File: src/rtl/uarttx_arbiter_if.sv
// Byte-producer and transmitter-side signals of uarttx_arbiter.
// The slave modport is the arbiter; the master modport is the producers plus the transmitter.
interface uarttx_arbiter_if #(
  parameter int unsigned NumPorts = 2
) ();
  localparam int unsigned IdW = $clog2(NumPorts);

  logic [NumPorts-1:0]   req_valid;
  logic [8*NumPorts-1:0] req_data;
  logic [NumPorts-1:0]   req_ready;
  logic [7:0]            tx_data;
  logic                  tx_go;
  logic                  tx_bsy;
  logic [IdW-1:0]        grant_id;
  logic                  busy;
  logic                  timeout;

  modport slave (
    input  req_valid, req_data, tx_bsy,
    output req_ready, tx_data, tx_go, grant_id, busy, timeout
  );

  modport master (
    output req_valid, req_data, tx_bsy,
    input  req_ready, tx_data, tx_go, grant_id, busy, timeout
  );
endinterface

File: src/rtl/uarttx_arbiter.sv
// Round-robin sharing of one uarttx between NumPorts byte producers, driving the go/bsy
// handshake with its go-low acknowledge and a watchdog for a transmitter that never goes busy.
module uarttx_arbiter #(
  parameter int unsigned NumPorts   = 2,
  parameter int unsigned BsyTimeout = 16
) (
  input logic            clk,
  input logic            rst_n,
  uarttx_arbiter_if.slave bus
);
  localparam int unsigned IdW = $clog2(NumPorts);
  localparam int unsigned WdW = $clog2(BsyTimeout);
  localparam logic [IdW-1:0] LastPort = IdW'(NumPorts - 1);
  localparam logic [WdW-1:0] WdLast   = WdW'(BsyTimeout - 1);

  typedef enum logic [1:0] {StIdle, StWaitBsyHigh, StWaitBsyLow, StRelease} state_e;

  state_e         state_q;
  logic [7:0]     tx_data_q;
  logic           tx_go_q;
  logic           timeout_q;
  logic [IdW-1:0] grant_id_q;
  logic [IdW-1:0] rr_ptr_q;
  logic [WdW-1:0] wd_cnt_q;
  logic [IdW-1:0] gnt_idx;
  logic           gnt_found;

  // Search upward from the port after the last served one, wrapping by compare.
  always_comb begin : arb
    logic [IdW-1:0] idx;
    gnt_idx   = '0;
    gnt_found = 1'b0;
    idx       = rr_ptr_q;
    for (int unsigned i = 0; i < NumPorts; i++) begin
      idx = (idx == LastPort) ? '0 : idx + 1'b1;
      if (!gnt_found && bus.req_valid[idx]) begin
        gnt_idx   = idx;
        gnt_found = 1'b1;
      end
    end
  end

  always_comb begin
    bus.req_ready = '0;
    if (state_q == StIdle && gnt_found) begin
      bus.req_ready[gnt_idx] = 1'b1;
    end
  end

  always_ff @(posedge clk) begin
    if (!rst_n) begin
      state_q    <= StIdle;
      tx_data_q  <= 8'h00;
      tx_go_q    <= 1'b0;
      timeout_q  <= 1'b0;
      grant_id_q <= '0;
      rr_ptr_q   <= LastPort;
      wd_cnt_q   <= '0;
    end else begin
      timeout_q <= 1'b0;
      case (state_q)
        StIdle: begin
          if (gnt_found) begin
            tx_data_q  <= bus.req_data[8*gnt_idx +: 8];
            tx_go_q    <= 1'b1;
            grant_id_q <= gnt_idx;
            rr_ptr_q   <= gnt_idx;
            wd_cnt_q   <= '0;
            state_q    <= StWaitBsyHigh;
          end
        end
        StWaitBsyHigh: begin
          if (bus.tx_bsy) begin
            state_q <= StWaitBsyLow;
          end else if (wd_cnt_q == WdLast) begin
            // Transmitter never accepted the byte; drop it rather than retry.
            tx_go_q   <= 1'b0;
            timeout_q <= 1'b1;
            state_q   <= StRelease;
          end else begin
            wd_cnt_q <= wd_cnt_q + 1'b1;
          end
        end
        StWaitBsyLow: begin
          if (!bus.tx_bsy) begin
            tx_go_q <= 1'b0;
            state_q <= StRelease;
          end
        end
        StRelease: state_q <= StIdle;
        default:   state_q <= StIdle;
      endcase
    end
  end

  assign bus.tx_data  = tx_data_q;
  assign bus.tx_go    = tx_go_q;
  assign bus.grant_id = grant_id_q;
  assign bus.timeout  = timeout_q;
  assign bus.busy     = (state_q != StIdle);
endmodule
File: src/flat_wrapper.sv
// flat-port wrapper written by rule: the top's interface ports become plain ports
module uarttx_arbiter_flat 
#(
  parameter int unsigned NumPorts   = 2,
  parameter int unsigned BsyTimeout = 16
)
  (clk, rst_n, bus_req_valid, bus_req_data, bus_tx_bsy, bus_req_ready, bus_tx_data, bus_tx_go, bus_grant_id, bus_busy, bus_timeout);
  uarttx_arbiter_if #(.NumPorts(NumPorts)) bus_i ();
  input logic clk;
  input logic rst_n;
  input wire logic [$bits(bus_i.req_valid)-1:0] bus_req_valid;
  input wire logic [$bits(bus_i.req_data)-1:0] bus_req_data;
  input wire logic [$bits(bus_i.tx_bsy)-1:0] bus_tx_bsy;
  output wire logic [$bits(bus_i.req_ready)-1:0] bus_req_ready;
  output wire logic [$bits(bus_i.tx_data)-1:0] bus_tx_data;
  output wire logic [$bits(bus_i.tx_go)-1:0] bus_tx_go;
  output wire logic [$bits(bus_i.grant_id)-1:0] bus_grant_id;
  output wire logic [$bits(bus_i.busy)-1:0] bus_busy;
  output wire logic [$bits(bus_i.timeout)-1:0] bus_timeout;
  assign bus_i.req_valid = bus_req_valid;
  assign bus_i.req_data = bus_req_data;
  assign bus_i.tx_bsy = bus_tx_bsy;
  assign bus_req_ready = bus_i.req_ready;
  assign bus_tx_data = bus_i.tx_data;
  assign bus_tx_go = bus_i.tx_go;
  assign bus_grant_id = bus_i.grant_id;
  assign bus_busy = bus_i.busy;
  assign bus_timeout = bus_i.timeout;
  uarttx_arbiter #(.NumPorts(NumPorts), .BsyTimeout(BsyTimeout)) u_core (.clk(clk), .rst_n(rst_n), .bus(bus_i));
endmodule
File: config.mk
export PLATFORM = sky130hd
export DESIGN_NAME = uarttx_arbiter_flat
export DESIGN_NICKNAME = d
export VERILOG_FILES = /design/src/rtl/uarttx_arbiter_if.sv /design/src/rtl/uarttx_arbiter.sv /design/src/flat_wrapper.sv
export SDC_FILE = /design/constraint.sdc
export NUM_CORES = 1
export LEC_CHECK = 0
export ABC_AREA = 1
export CORE_ASPECT_RATIO = 1.75
export CORE_MARGIN = 2
export CORE_UTILIZATION = 44
export CTS_CLUSTER_SIZE = 8
export DETAILED_ROUTE_END_ITERATION = 12
export GPL_ROUTABILITY_DRIVEN = 1
export GPL_TIMING_DRIVEN = 0
export PLACE_DENSITY_LB_ADDON = 0.2
export SETUP_SLACK_MARGIN = 0.5
export SLEW_MARGIN = 20
export SYNTH_ARGS = -nofsm -noshare
export SYNTH_HDL_FRONTEND = slang
export SYNTH_SLANG_ARGS = --single-unit
export TNS_END_PERCENT = 100
File: constraint.sdc
create_clock -name clk -period 1.5 [get_ports clk]
set_input_delay 0.3 -clock clk [delete_from_list [all_inputs] [get_ports clk]]
set_output_delay 0.3 -clock clk [all_outputs]
set_load 0.03 [all_outputs]
==> results.py <==
metrics = {
    "status": {
        "status": "complete, but fails checks",
        "violations": "negative setup slack",
    },
    "timing": {
        "max_slew_margin": 0.8294,
        "rsz0062_at_grt": "yes",
        "finalHoldViolCount": 0,
        "tightest_slew_ns": 0.2549,
        "fin_ws_ns": -0.08926,
        "period_needed_ns": 1.589,
        "timing_max_transition_violations_final": 0,
        "fmax_ghz": 0.6292,
        "fin_skew_ns": 0.001211,
        "finalCritPeriodShare": 1.060,
        "setup_viol": 4,
        "setup-tns-final_ns": -0.2586,
    },
    "min_path": {
        "worstHoldStart": "bus_req_valid[1]",
        "whs_path_depth": 5,
        "min_to": "u_core.bus.tx_data[2]",
        "hold_path.class": "in2reg",
    },
    "worst_setup_path": {
        "path_cells": "inv_4 > ha_4 > clkinv_4 > nor2_4 > buf_6",
        "worstSetupPathType": "reg2out",
        "crit_path_max_fanout": 3,
        "crit_buf_inv": 3,
        "reg2reg_slack_ns": -0.08,
        "r2r_cells": 8,
        "startpoint": "u_core.state_q[0]",
        "path_depth": 5,
        "cp-start-kind": "register",
        "r2r-end": "u_core.wd_cnt_q[3]",
        "slowest_stage": "dfxtp_4",
        "cp.arrival_ns": 1.29,
        "timing.rr.start": "u_core.state_q[0]",
        "slowest_delay_ns": 0.37,
        "end_kind": "output pin",
        "cp.required_ns": 1.20,
        "critical-path-top-delay-family": "flip-flops",
    },
    "die": {
        "dieHeight_um": 67.06,
        "core_mm2": 0.002120,
        "start_util": 0.4717,
        "dieArea_mm2": 0.002684,
        "row_count": 22,
        "boundaryPins": 35,
        "fp.dieW_um": 40.03,
    },
    "run": {
        "cap_violations": 0,
    },
    "detailed_routing": {
        "ant_nets": 0,
        "drtIter0Drc": 52,
        "wl_mm": 3.484,
        "post_drt_wl_per_cell_um": 15.02,
        "remaining_drc_errors": 0,
        "vias": 1233,
        "avgViaCountPerCell": 5.315,
        "drt_pass1_iterations": 4,
    },
    "cells_and_area": {
        "syn_to_final_growth_pct": 85.98,
        "num_antenna_cells": 0,
        "stdcell_count": 232,
        "final_core_util": 0.8772,
        "drive_gt1_frac": 0.5048,
        "nets": 236,
    },
    "synth": {
        "synth_top_area_cell": "dfxtp_1",
        "yosysWarnings": 0,
        "synth_most_common_cell": "nand2_1",
        "ys_seq_elements": 18,
        "syn-cell-area_um2": 999.7,
        "ys_seq_area_frac": 0.3605,
        "synthArstFlopShare": 0,
        "syn-num-nets": 172,
        "ys_types": 23,
        "post_synth.cell_area_avg_um2": 6.895,
        "yosysTopAreaCellShare": 0.3605,
        "synthCells": 145,
        "synth_common_cells": "nand2_1 (49), dfxtp_1 (18), nand3_1 (14), nor2_1 (14), a21oi_1 (13)",
        "synth_edf_count": 0,
        "synthFlopType": "dfxtp_1",
        "synth.area.top_cells": "dfxtp_1 (36%), nand2_1 (18%), ha_1 (7.5%)",
    },
    "global_routing": {
        "grt_pass1_vias": 1151,
        "grt_max_degree": 11,
        "grt-ovfl-total": 0,
        "grt-busiest-layer": "met2",
        "grt_use_met1": 0.2250,
        "grt_pass1_wl_mm": 4.678,
        "grt_usage": 0.2565,
        "met3_usage": 0.06000,
        "grt.met2_usage": 0.4718,
        "antenna_found_initial": 0,
    },
    "clock_tree": {
        "cts-root-buf": "clkbuf_4",
        "ctsHtreeMaxLevel": 1,
        "clock_latency_ns": 0.30,
        "clock_sinks": 18,
        "cts_buffers": 3,
        "clkTransAtPathRegs_ns": 0.10,
        "clk_path_buf_depth": 2,
        "cts_tree": "built",
    },
    "placement": {
        "dp.cells": 202,
        "hpwl_mm": 2.010,
        "finalWeightedCongestion": 0.7138,
        "portBuffers": 33,
    },
    "pwr": {
        "power.density_mw_per_mm2": 1975,
        "peakVddDrop_mv": 1.386,
        "p_total_mw": 3.672,
        "leakagePower_nw": 0.8372,
    },
}
## where the power goes
| part | internal, mW | switching [mW] |
|---|---|---|
| combinational | 1.18 | 1.41 |
| clock | 0.148 | 0.158 |
| sequential | 0.650 | 0.120 |
| total | 1.98 | 1.69 |
## metrics by stage
| stage | hold WS (ns) | area [µm²] | setup slack, ns |
|---|---|---|---|
| 4_1_cts | 0.4161 | 1727 | -0.07688 |
| 6_report | 0.4278 | 1859 | -0.08926 |
| 3_3_place_gp | 0.4515 | 1490 | -0.8879 |
| 2_1_floorplan | 0.3774 | 1130 | 0.2828 |
| 5_1_grt | 0.4280 | 1859 | -0.1504 |
| 3_5_place_dp | 0.4592 | 1490 | -0.8891 |
## cell usage in the layout, fill, tap and decap left out, drive strengths merged
| master | n |
|---|---|
| buf | 42 |
| ha | 6 |
| nand4 | 2 |
| clkdlybuf4s50 | 17 |
| clkinv | 1 |
| nor4 | 1 |
| nand3 | 15 |
| nand2 | 53 |
| a21oi | 13 |
| nor2 | 15 |
| nor3 | 1 |
| dfxtp | 18 |
| o21ai | 3 |
| xnor2 | 1 |
| dlygate4sd2 | 2 |
| clkbuf | 5 |
| inv | 12 |
| o211ai | 1 |
## cells by family after synthesis
logic type,Yosys count,synth area share
compound gates,17,0.1026
simple gates,87,0.3830
flops,18,0.3605
xor+xnor,1,0.008763
buf+inv,16,0.07008
fa+ha+maj,6,0.07509
## layout make-up
class,count,area [µm²]
flip-flops and latches,18,386.6
well taps,24,30.03
clock buffers,4,36.28
plain buffers,3,23.77
fillers,112,260.3
multi-input cells,111,754.5
inverters,13,76.32
repair buffers,59,551.8
## routing by layer
| metal | vias to the layer above | wire length, µm |
|---|---|---|
| li1 | 591 | - |
| met1 | 574 | 1112 |
| met2 | 50 | 2007 |
| met3 | 18 | 190 |
| met4 | 0 | 173 |
| met5 | - | 0 |
## how the worst max path moves through the flow
stage / to / slack (ns)
global route: bus_req_ready[0] / -0.15
CTS: bus_req_ready[0] / -0.08
detailed placement: bus_req_ready[0] / -0.89
floorplan: u_core.wd_cnt_q[3] / 0.28
finish: bus_req_ready[1] / -0.09
global placement: bus_req_ready[0] / -0.89
## worst register-to-register path, delay by kind of cell, from the launching register on
family,cells,cell delay [ns]
AO/OA/AOI/OAI,2,0.40
flip-flops,1,0.37
buffers and inverters,3,0.32
adder cells (fa/ha/maj),1,0.20
AND/OR/NAND/NOR,2,0.19
## registers in the layout, summed over array words and instances, names as in the netlist
name / count
u_core.bus.grant_id: 1
u_core.rr_ptr_q: 1
u_core.wd_cnt_q: 4
u_core.bus.tx_go: 1
u_core.bus.tx_data: 8
u_core.state_q: 2
u_core.bus.timeout: 1
## timing repair
action	CTS	global route
gates cloned	0	0
hold buffers	0	0
pin swaps	15	16
resized for setup	124	17
endpoints found under the setup margin	32	32
buffers inserted	17	9
No activity file was read; power rests on OpenSTA's default activity.
